**src/rtl/buzzer_tone.sv**
```systemverilog
// Memory-mapped buzzer peripheral: programmable tone divider plus an on/off/repeat
// beep pattern that plays autonomously and reports BUSY/DONE.
//   state | meaning
//   IDLE  | pin low, counters held at 0
//   ON    | tone running, counting ON_MS ticks
//   OFF   | pin forced low, counting OFF_MS ticks
module buzzer_tone #(
    parameter int ADDRWIDTH  = 4,
    parameter int CLK_PER_MS = 50000
) (
    input  logic                 clk,
    input  logic                 rst_n,
    input  logic                 wr,
    input  logic [ADDRWIDTH-1:0] waddr,
    input  logic [31:0]          wdata,
    input  logic                 rd,
    input  logic [ADDRWIDTH-1:0] raddr,
    output logic [31:0]          rdata,
    output logic                 buzzer_pin
);

    localparam int PW = (CLK_PER_MS > 1) ? $clog2(CLK_PER_MS) : 1;

    typedef enum logic [1:0] {
        IDLE = 2'd0,
        ON   = 2'd1,
        OFF  = 2'd2
    } state_t;

    state_t        state_q, state_d;
    logic          cont_q, done_q;
    logic [15:0]   div_q;
    logic [31:0]   time_q;
    logic [7:0]    repeat_q;
    logic [7:0]    rep_left_q;
    logic [15:0]   on_ms_q, off_ms_q;
    logic [15:0]   ms_cnt_q;
    logic [PW-1:0] presc_q;
    logic [15:0]   tone_q;

    logic wr_ctrl, wr_div, wr_time, wr_rep;
    logic start, stop, clr_done;
    logic tick, on_last, off_last;
    logic load_seq, restart_on, set_done, dec_rep, ms_clr;
    logic unused_addr_bits;

    assign unused_addr_bits = ^{waddr[1:0], raddr[1:0]};

    assign wr_ctrl  = wr && (waddr[3:2] == 2'd0);
    assign wr_div   = wr && (waddr[3:2] == 2'd1);
    assign wr_time  = wr && (waddr[3:2] == 2'd2);
    assign wr_rep   = wr && (waddr[3:2] == 2'd3);
    assign start    = wr_ctrl && wdata[0];
    assign stop     = wr_ctrl && wdata[1];
    assign clr_done = wr_ctrl && wdata[3];

    assign tick     = (state_q != IDLE) && (presc_q == PW'(CLK_PER_MS - 1));
    assign on_last  = tick && (ms_cnt_q == on_ms_q - 16'd1);
    assign off_last = tick && (ms_cnt_q == off_ms_q - 16'd1);

    always_ff @(posedge clk or negedge rst_n) begin
        if (!rst_n) state_q <= IDLE;
        else        state_q <= state_d;
    end

    // STOP wins over START; a running sequence only reacts to pattern events otherwise
    always_comb begin
        state_d    = state_q;
        load_seq   = 1'b0;
        restart_on = 1'b0;
        set_done   = 1'b0;
        dec_rep    = 1'b0;
        ms_clr     = 1'b0;
        if (stop) begin
            state_d = IDLE;
        end else if (start) begin
            state_d  = ON;
            load_seq = 1'b1;
        end else begin
            case (state_q)
                ON: begin
                    if (on_last && !cont_q) begin
                        ms_clr = 1'b1;
                        if (rep_left_q == 8'd1) begin
                            state_d  = IDLE;
                            set_done = 1'b1;
                        end else begin
                            dec_rep = 1'b1;
                            if (off_ms_q == 16'd0) begin
                                state_d    = ON;
                                restart_on = 1'b1;
                            end else begin
                                state_d = OFF;
                            end
                        end
                    end
                end
                OFF: begin
                    if (off_last) begin
                        state_d    = ON;
                        restart_on = 1'b1;
                        ms_clr     = 1'b1;
                    end
                end
                default: state_d = IDLE;
            endcase
        end
    end

    always_ff @(posedge clk or negedge rst_n) begin
        if (!rst_n) begin
            cont_q     <= 1'b0;
            done_q     <= 1'b0;
            div_q      <= '0;
            time_q     <= '0;
            repeat_q   <= '0;
            rep_left_q <= '0;
            on_ms_q    <= '0;
            off_ms_q   <= '0;
            ms_cnt_q   <= '0;
            presc_q    <= '0;
            tone_q     <= '0;
            buzzer_pin <= 1'b0;
        end else begin
            if (wr_ctrl) cont_q   <= wdata[2];
            if (wr_div)  div_q    <= wdata[15:0];
            if (wr_time) time_q   <= wdata;
            if (wr_rep)  repeat_q <= wdata[7:0];

            // a DONE-setting transition beats a simultaneous CLR_DONE
            if (set_done)                   done_q <= 1'b1;
            else if (load_seq || clr_done)  done_q <= 1'b0;

            if (load_seq) begin
                on_ms_q    <= (time_q[15:0] == 16'd0) ? 16'd1 : time_q[15:0];
                off_ms_q   <= time_q[31:16];
                rep_left_q <= (repeat_q == 8'd0) ? 8'd1 : repeat_q;
            end else if (dec_rep) begin
                rep_left_q <= rep_left_q - 8'd1;
            end

            if (state_d == IDLE || load_seq || tick)
                presc_q <= '0;
            else
                presc_q <= presc_q + 1'b1;

            if (state_d == IDLE || load_seq || ms_clr)
                ms_cnt_q <= '0;
            else if (tick && !(state_q == ON && cont_q))
                ms_cnt_q <= ms_cnt_q + 16'd1;

            if (state_d != ON || load_seq || restart_on || div_q == 16'd0) begin
                tone_q     <= '0;
                buzzer_pin <= 1'b0;
            end else if (tone_q == div_q - 16'd1) begin
                tone_q     <= '0;
                buzzer_pin <= ~buzzer_pin;
            end else begin
                tone_q <= tone_q + 16'd1;
            end
        end
    end

    always_ff @(posedge clk or negedge rst_n) begin
        if (!rst_n) begin
            rdata <= '0;
        end else if (rd) begin
            case (raddr[3:2])
                2'd0:    rdata <= {27'b0, cont_q, state_q, done_q, (state_q != IDLE)};
                2'd1:    rdata <= {16'b0, div_q};
                2'd2:    rdata <= time_q;
                default: rdata <= {16'b0, rep_left_q, repeat_q};
            endcase
        end
    end

endmodule

```
**config.mk**
```make
export PLATFORM = sky130hd
export DESIGN_NAME = buzzer_tone
export DESIGN_NICKNAME = d
export VERILOG_FILES = /design/src/rtl/buzzer_tone.sv
export SDC_FILE = /design/constraint.sdc
export NUM_CORES = 1
export LEC_CHECK = 0
export CORE_ASPECT_RATIO = 0.5
export CORE_MARGIN = 5
export CORE_UTILIZATION = 40
export DETAILED_ROUTE_END_ITERATION = 8
export PLACE_DENSITY = 0.6
export SETUP_SLACK_MARGIN = 0.02
export SLEW_MARGIN = 20
export SYNTH_ARGS = -nofsm -noshare
export SYNTH_HDL_FRONTEND = slang
export SYNTH_SLANG_ARGS = --single-unit
```
**constraint.sdc**
```tcl
create_clock -name clk -period 6.2 [get_ports clk]
set_clock_uncertainty 0.1 [all_clocks]
set_input_delay 0.62 -clock clk [delete_from_list [all_inputs] [get_ports clk]]
set_output_delay 0.62 -clock clk [all_outputs]
set_load 0.005 [all_outputs]
```
==> results.yml, run 1 <==
outcome:
  status: "completed"
synthesis:
  synth-seq-cells: 181
  yosys.cell_types.count: 75
  postSynthAreaPerCell_sq_um: 9.67
  async_flop_share_pct: 100
  synth_top_area_share_pct: 43.6
  post-synth-top-area-cell: "sky130_fd_sc_hd__dfrtp_1"
  syn_nets: 1129
  seq_area_frac_synth_pct: 43.6
  mappedNetlistArea_sq_um: 10400
  number_of_flops_mapped_to_enable_cells_by_yosys: 0
  synth_top_cells_by_area: "sky130_fd_sc_hd__dfrtp_1 44%, sky130_fd_sc_hd__mux2_2 8.6%, sky130_fd_sc_hd__nand2_1 6.6%"
  synthCells: 1073
  yosys_warnings: 0
  synth_ff_type: "sky130_fd_sc_hd__dfrtp_1"
power:
  power.total_mw: 3.33
  power.clock.fraction_pct: 32.2
  total_switching_power_mw: 1.05
  share_seq_of_total_power_pct: 47.1
  power_frac_comb_pct: 20.8
  cell_internal_pwr_mw: 2.29
  power.density_cell_area_nw_per_um2: 279
  sw_ratio_pct: 31.4
  power.static_leakage_nw: 4.85
  peakVddDrop_mv: 0.173
timing:
  finalSetupViolations: 0
  final.period_utilization_pct: 65.2
  worst-slew-pin-transition_ns: 0.972
  grt_setup_unrepaired: "false"
  timing.slew.headroom_pct: 35.0
  final_max_slew_viol_count: 0
  crit_path_time_final_ns: 4.04
  hold_viol_final: 0
  maxClockFrequency_ghz: 0.247
  aggregate_negative_setup_slack_ns: 0
route:
  post_drt_via_cell_ratio: 5.55
  num_vias: 8130
  detailedRoute.firstPassIterationCount: 5
  drt_first_iter_violations: 609
  routed_wl_microns: 26900
  postRouteAntennaNets: 0
  route.detailed.drc: 0
  route.detailed.wl_per_inst_microns: 18.3
global_route:
  grt_pass1_vias: 8148
  grt_start_max_net_pins: 68
  grt.overflow.total: 0
  grt_first_pass_wirelength_microns: 44400
  grt_antenna_before_repair: 0
  grt_usage_pct: 19.0
layout:
  layout.filler_cells: 2386
  final_cell_area_sq_um: 11900
  finalCoreUtilization_pct: 47.0
  antenna_diode_count: 0
  layout.nets: 1165
  area_growth_pct: 14.9
  drive_above_1_share_pct: 14.2
  post_layout_nonfiller_instances: 1466
setup_path:
  critical_path_top_delay_cell: "sky130_fd_sc_hd__nor3b_1"
  timing.setup.critical_path_class: "reg2reg"
  path_max_fanout: 33
  start_kind: "flop"
  path_buf_inv: 2
  cp.required_ns: 6.41
  timing.critical_path.slowest_cell_delay_ns: 0.68
  critical_path_cell_count: 11
  critPathTopFamily: "simple AND/OR/NAND/NOR gates"
  worst-endpoint-arrival_ns: 4.25
  ff2ff_path_depth: 11
  path_cells: "inv_1 -> ha_1 -> nor3b_1 -> nand2_1 -> o311ai_0 -> nor2_1 -> nor4b_1 -> a32o_2 -> a31oi_2 -> buf_4 -> a2111oi_0"
  cp_endpoint_kind: "flop"
cts:
  worst_path_clk_slew_ns: 0.07
  post_cts_setup_repair_buffer_count: 0
  cts_tree: "yes"
  cts.htree.levels: 4
  clk_latency_ns: 0.45
  cts_sinks: 181
  cts.root.buffer_cell: "sky130_fd_sc_hd__clkbuf_16"
  post_cts_resized: 0
  hold_buffer_count_at_cts: 0
  worst_case_clock_buffer_depth: 2
  cts-buffers-inserted: 17
placed_design:
  place_congestion: 0.856
  place.port_buffers: 72
  numPlacedInstances: 1434
  placedInstanceArea_sq_um: 11400
  dp_hpwl_microns: 19200
die:
  floorplan.initialDensity_pct: 40.9
  dieHeight_microns: 124
  core.rowCount: 41
  design.die.area_sq_um: 29500
  fp.dieW_microns: 238
  ioPinCount: 77
  floorplan.core_area_sq_um: 25400
run:
  cap_violations: 0
worst_hold_path:
  worst_hold_path_type: "in2async"
registers in the layout (all words and copies together) (netlist names):
register / count
rdata: 32
time_q: 32
div_q: 16
ms_cnt_q: 16
off_ms_q: 16
on_ms_q: 16
presc_q: 16
tone_q: 16
rep_left_q: 8
repeat_q: 8
state_q: 2
buzzer_pin: 1
cont_q: 1
done_q: 1
cell families (layout without fill, tap and decap cells):
family,count (synthesis),count (layout),share of synthesized area [%]
AO/OA/AOI/OAI,153,153,10.2
adder cells (fa/ha/maj),13,13,1.54
AND/OR/NAND/NOR,432,432,22.2
flip-flops,181,181,43.6
multiplexers,88,88,10.1
XOR/XNOR,97,97,8.19
buffers and inverters,109,158,4.23
power groups by stage:
stage	sequential [mW]	combinational, mW	clock (mW)
after floorplan	1.48	0.524	0
after global placement	1.58	0.678	0
after detailed placement	1.59	0.695	0
after CTS	1.56	0.700	1.10
after global routing	1.59	0.775	1.15
final	1.57	0.692	1.07
layout make-up:
class	instances	area (sq um)	share of cell area, %
inverters	42	158	1.32
multi-input cells	783	5430	45.5
well taps	344	430	3.61
clock buffers	21	470	3.94
flip-flops and latches	181	4530	38.0
clock inverters	11	98.8	0.829
repair buffers	84	812	6.81
layout by cell type, fill, tap and decap left out, types with 9 or more instances in the layout:
cell type                           n
sky130_fd_sc_hd__a211oi_1          20
sky130_fd_sc_hd__a21oi_1           26
sky130_fd_sc_hd__a22oi_1           11
sky130_fd_sc_hd__and3_1            12
sky130_fd_sc_hd__buf_4             12
sky130_fd_sc_hd__clkbuf_16         17
sky130_fd_sc_hd__clkdlybuf4s50_1   71
sky130_fd_sc_hd__dfrtp_1          181
sky130_fd_sc_hd__ha_1              12
sky130_fd_sc_hd__inv_1             42
sky130_fd_sc_hd__mux2_2            79
sky130_fd_sc_hd__nand2_1          182
sky130_fd_sc_hd__nand3_1           47
sky130_fd_sc_hd__nand4_1            9
sky130_fd_sc_hd__nor2_1            44
sky130_fd_sc_hd__nor3_1            23
sky130_fd_sc_hd__nor4_1            22
sky130_fd_sc_hd__nor4b_1            9
sky130_fd_sc_hd__nor4b_2           11
sky130_fd_sc_hd__o21ai_0           34
sky130_fd_sc_hd__or3_1              9
sky130_fd_sc_hd__or4_1              9
sky130_fd_sc_hd__xnor2_1           62
sky130_fd_sc_hd__xor2_1            35
layer usage:
layer / share of wire [%] / GRT usage, % / routed length (microns)
met4: 1.1 / 4.97 / 307
met1: 48 / 25.9 / 12800
met5: 0 / 0 / 0
met3: 3.7 / 3.92 / 997
met2: 48 / 31.2 / 12800
stage by stage:
stage / setup WS (ns) / hold WS, ns
CTS: 2.05 / 0.0773
floorplan: 2.93 / 0.224
global route: 1.85 / 0.108
finish: 2.16 / 0.0621
detailed placement: 2.09 / 0.371
global placement: 2.20 / 0.362
synth_stat cells (6+ instances only):
| cell type | count |
|---|---|
| sky130_fd_sc_hd__o311ai_0 | 6 |
| sky130_fd_sc_hd__nand4_1 | 9 |
| sky130_fd_sc_hd__nor3_1 | 23 |
| sky130_fd_sc_hd__and3_1 | 12 |
| sky130_fd_sc_hd__xor2_1 | 35 |
| sky130_fd_sc_hd__a21oi_1 | 26 |
| sky130_fd_sc_hd__mux2_2 | 79 |
| sky130_fd_sc_hd__nor4b_2 | 11 |
| sky130_fd_sc_hd__nor2_1 | 45 |
| sky130_fd_sc_hd__a31oi_1 | 9 |
| sky130_fd_sc_hd__dfrtp_1 | 181 |
| sky130_fd_sc_hd__o21ai_0 | 34 |
| sky130_fd_sc_hd__nand2_1 | 182 |
| sky130_fd_sc_hd__buf_2 | 6 |
| sky130_fd_sc_hd__nor3b_1 | 9 |
| sky130_fd_sc_hd__or3_1 | 9 |
| sky130_fd_sc_hd__a22oi_1 | 11 |
| sky130_fd_sc_hd__or4_1 | 9 |
| sky130_fd_sc_hd__nand3b_1 | 6 |
| sky130_fd_sc_hd__nor4_1 | 22 |
| sky130_fd_sc_hd__nor4b_1 | 9 |
| sky130_fd_sc_hd__inv_1 | 42 |
| sky130_fd_sc_hd__nand4b_1 | 6 |
| sky130_fd_sc_hd__xnor2_1 | 62 |
| sky130_fd_sc_hd__ha_1 | 12 |
| sky130_fd_sc_hd__nand3_1 | 47 |
| sky130_fd_sc_hd__clkbuf_1 | 55 |
| sky130_fd_sc_hd__nand2b_1 | 7 |
| sky130_fd_sc_hd__a211oi_1 | 20 |
worst paths after layout:
kind	slack [ns]	start	end
hold reg to reg	0.39	presc_q[0]	presc_q[0]
min in group clk	0.39	presc_q[0]	presc_q[0]
setup / recovery	2.16	off_ms_q[0]	presc_q[3]
hold / removal	0.06	rst_n	rdata[13]
setup reg to reg	2.16	off_ms_q[0]	presc_q[3]
max in group asynchronous	4.72	rst_n	ms_cnt_q[10]
Power figures use the tool's default switching activity.
==> inputs of run 2 (changes only) <==
Clock period 6.2 ns to 3.85 ns, I/O delays scaled along.
==> run 2 against run 1 <==
Against the previous run:
- flip-flop and latch count unchanged
- total power up 69%
- wire length up 0.79%
- design area up 2.1%
- worst setup slack worse by 1.8 ns
- cell count up 0.89%
- count of clock-buffer cells in the layout down 1
- largest cell class unchanged
- highest routed layer unchanged
==> results.yml, run 2 (synthesis gave the netlist of run 1 again) <==
cts:
  clk_latency_ns: 0.45
  post_cts_setup_repair_buffer_count: 0
  cts-buffers-inserted: 17
  cts.htree.levels: 4
  worst_case_clock_buffer_depth: 2
  cts_tree: "yes"
  worst_path_clk_slew_ns: 0.07
  cts.root.buffer_cell: "sky130_fd_sc_hd__clkbuf_16"
  cts_sinks: 181
die:
  floorplan.core_area_sq_um: 25400
  ioPinCount: 77
  floorplan.initialDensity_pct: 40.9
  dieHeight_microns: 124
  fp.dieW_microns: 238
  design.die.area_sq_um: 29500
  core.rowCount: 41
global_route:
  grt_usage_pct: 19.0
  grt_antenna_before_repair: 0
  grt.overflow.total: 0
  grt_start_max_net_pins: 89
  grt_first_pass_wirelength_microns: 44600
  grt_pass1_vias: 8192
layout:
  area_growth_pct: 17.4
  layout.filler_cells: 2340
  layout.nets: 1178
  drive_above_1_share_pct: 15.2
  antenna_diode_count: 0
  finalCoreUtilization_pct: 48.0
  most_frequent_standard_cell_in_the_layout_excluding_fill_and_tap_cells: "sky130_fd_sc_hd__nand2_1"
  reg.largest.list: "rdata (32), time_q (32)"
  commonest_non_fill_non_tap_cells_in_the_layout: "182 x sky130_fd_sc_hd__nand2_1, 181 x sky130_fd_sc_hd__dfrtp_1, 79 x sky130_fd_sc_hd__mux2_2"
timing:
  maxClockFrequency_ghz: 0.288
  hold_viol_final: 0
  grt_setup_unrepaired: "false"
  finalSetupViolations: 0
  final.period_utilization_pct: 90.0
  worst-slew-pin-transition_ns: 0.955
  finalWorstSetupSlack_ns: 0.384
  crit_path_time_final_ns: 3.47
  timing.slew.headroom_pct: 36.1
  final_max_slew_viol_count: 0
  aggregate_negative_setup_slack_ns: 0
setup_path:
  timing.critical_path.from: "on_ms_q[8]"
  worst_r2r_startpoint: "on_ms_q[8]"
  cp_endpoint_kind: "flop"
  start_kind: "flop"
  path_max_fanout: 50
  timing.setup.critical_path_class: "reg2reg"
  worst-endpoint-arrival_ns: 3.69
  ff2ff_path_depth: 9
  cp.required_ns: 4.07
worst_hold_path:
  worst_hold_path_type: "in2async"
placed_design:
  place_congestion: 0.884
  worst_slack_at_placement_ns: 0.367
  dp_hpwl_microns: 19400
  place.port_buffers: 72
route:
  route.detailed.wl_per_inst_microns: 18.3
  post_drt_via_cell_ratio: 5.60
  num_vias: 8278
  drt_first_iter_violations: 571
  route.detailed.drc: 0
  postRouteAntennaNets: 0
  routed_wl_microns: 27100
  detailedRoute.firstPassIterationCount: 5
run:
  cap_violations: 0
power:
  power.static_leakage_nw: 4.97
  peakVddDrop_mv: 0.346
  power.density_cell_area_nw_per_um2: 462
outcome:
  status: "completed"
==> run 2: final timing paths <==
kind / endpoint / slack (ns)
max: presc_q[3] / 0.38
min: rdata[8] / 0.38
max reg2reg: presc_q[3] / 0.38
min reg2reg: presc_q[0] / 0.39
max in group asynchronous: off_ms_q[13] / 2.37
min in group clk: presc_q[0] / 0.39
==> run 2: layout make-up <==
type / count / area (sq um) / area share, %
multi-input cells: 783 / 5450 / 44.7
flip-flops and latches: 181 / 4530 / 37.2
repair buffers: 97 / 962 / 7.90
clock buffers: 20 / 467 / 3.83
well taps: 344 / 430 / 3.53
clock inverters: 12 / 189 / 1.55
inverters: 42 / 158 / 1.29
==> run 2: what timing repair did <==
item,in CTS,in global routing
hold buffers,1,0
resized for setup,0,5
endpoints found under the setup margin,0,3
hold endpoints to repair,64,0
==> run 2: critical path, cell delays in order, from the launching register on <==
cell	delay, ns
sky130_fd_sc_hd__dfrtp_1	0.43
sky130_fd_sc_hd__nor4_1	0.56
sky130_fd_sc_hd__nand4b_2	0.21
sky130_fd_sc_hd__or4_1	0.53
sky130_fd_sc_hd__o211ai_1	0.13
sky130_fd_sc_hd__nor4b_4	0.38
sky130_fd_sc_hd__and2_1	0.27
sky130_fd_sc_hd__a211oi_4	0.09
sky130_fd_sc_hd__buf_12	0.20
sky130_fd_sc_hd__a2111oi_0	0.42
==> run 2: power breakdown <==
group          switching [mW]  internal, mW
logic                   0.547         0.599
clock network           0.800          1.15
registers               0.378          2.15
==> run 2: through the flow <==
stage / hold slack (ns) / std cells / area [sq um] / total power, mW
3_3_place_gp: 0.313 / 1446 / 11500 / 3.67
5_1_grt: 0.426 / 1479 / 12200 / 5.92
6_report: 0.379 / 1479 / 12200 / 5.63
2_1_floorplan: -0.0106 / 1073 / 10400 / 3.23
4_1_cts: 0.394 / 1479 / 12200 / 5.67
3_5_place_dp: 0.324 / 1446 / 11500 / 3.70
==> run 2: per-layer routing <==
layer | up-vias | share of wire [%] | wire length, microns | track usage [%]
met5 | - | 0 | 0 | 0
met4 | 0 | 1.2 | 315 | 5.08
met3 | 23 | 4.0 | 1080 | 3.78
met2 | 164 | 48 | 12900 | 31.7
met1 | 4179 | 47 | 12800 | 25.8
li1 | 3912 | - | - | -
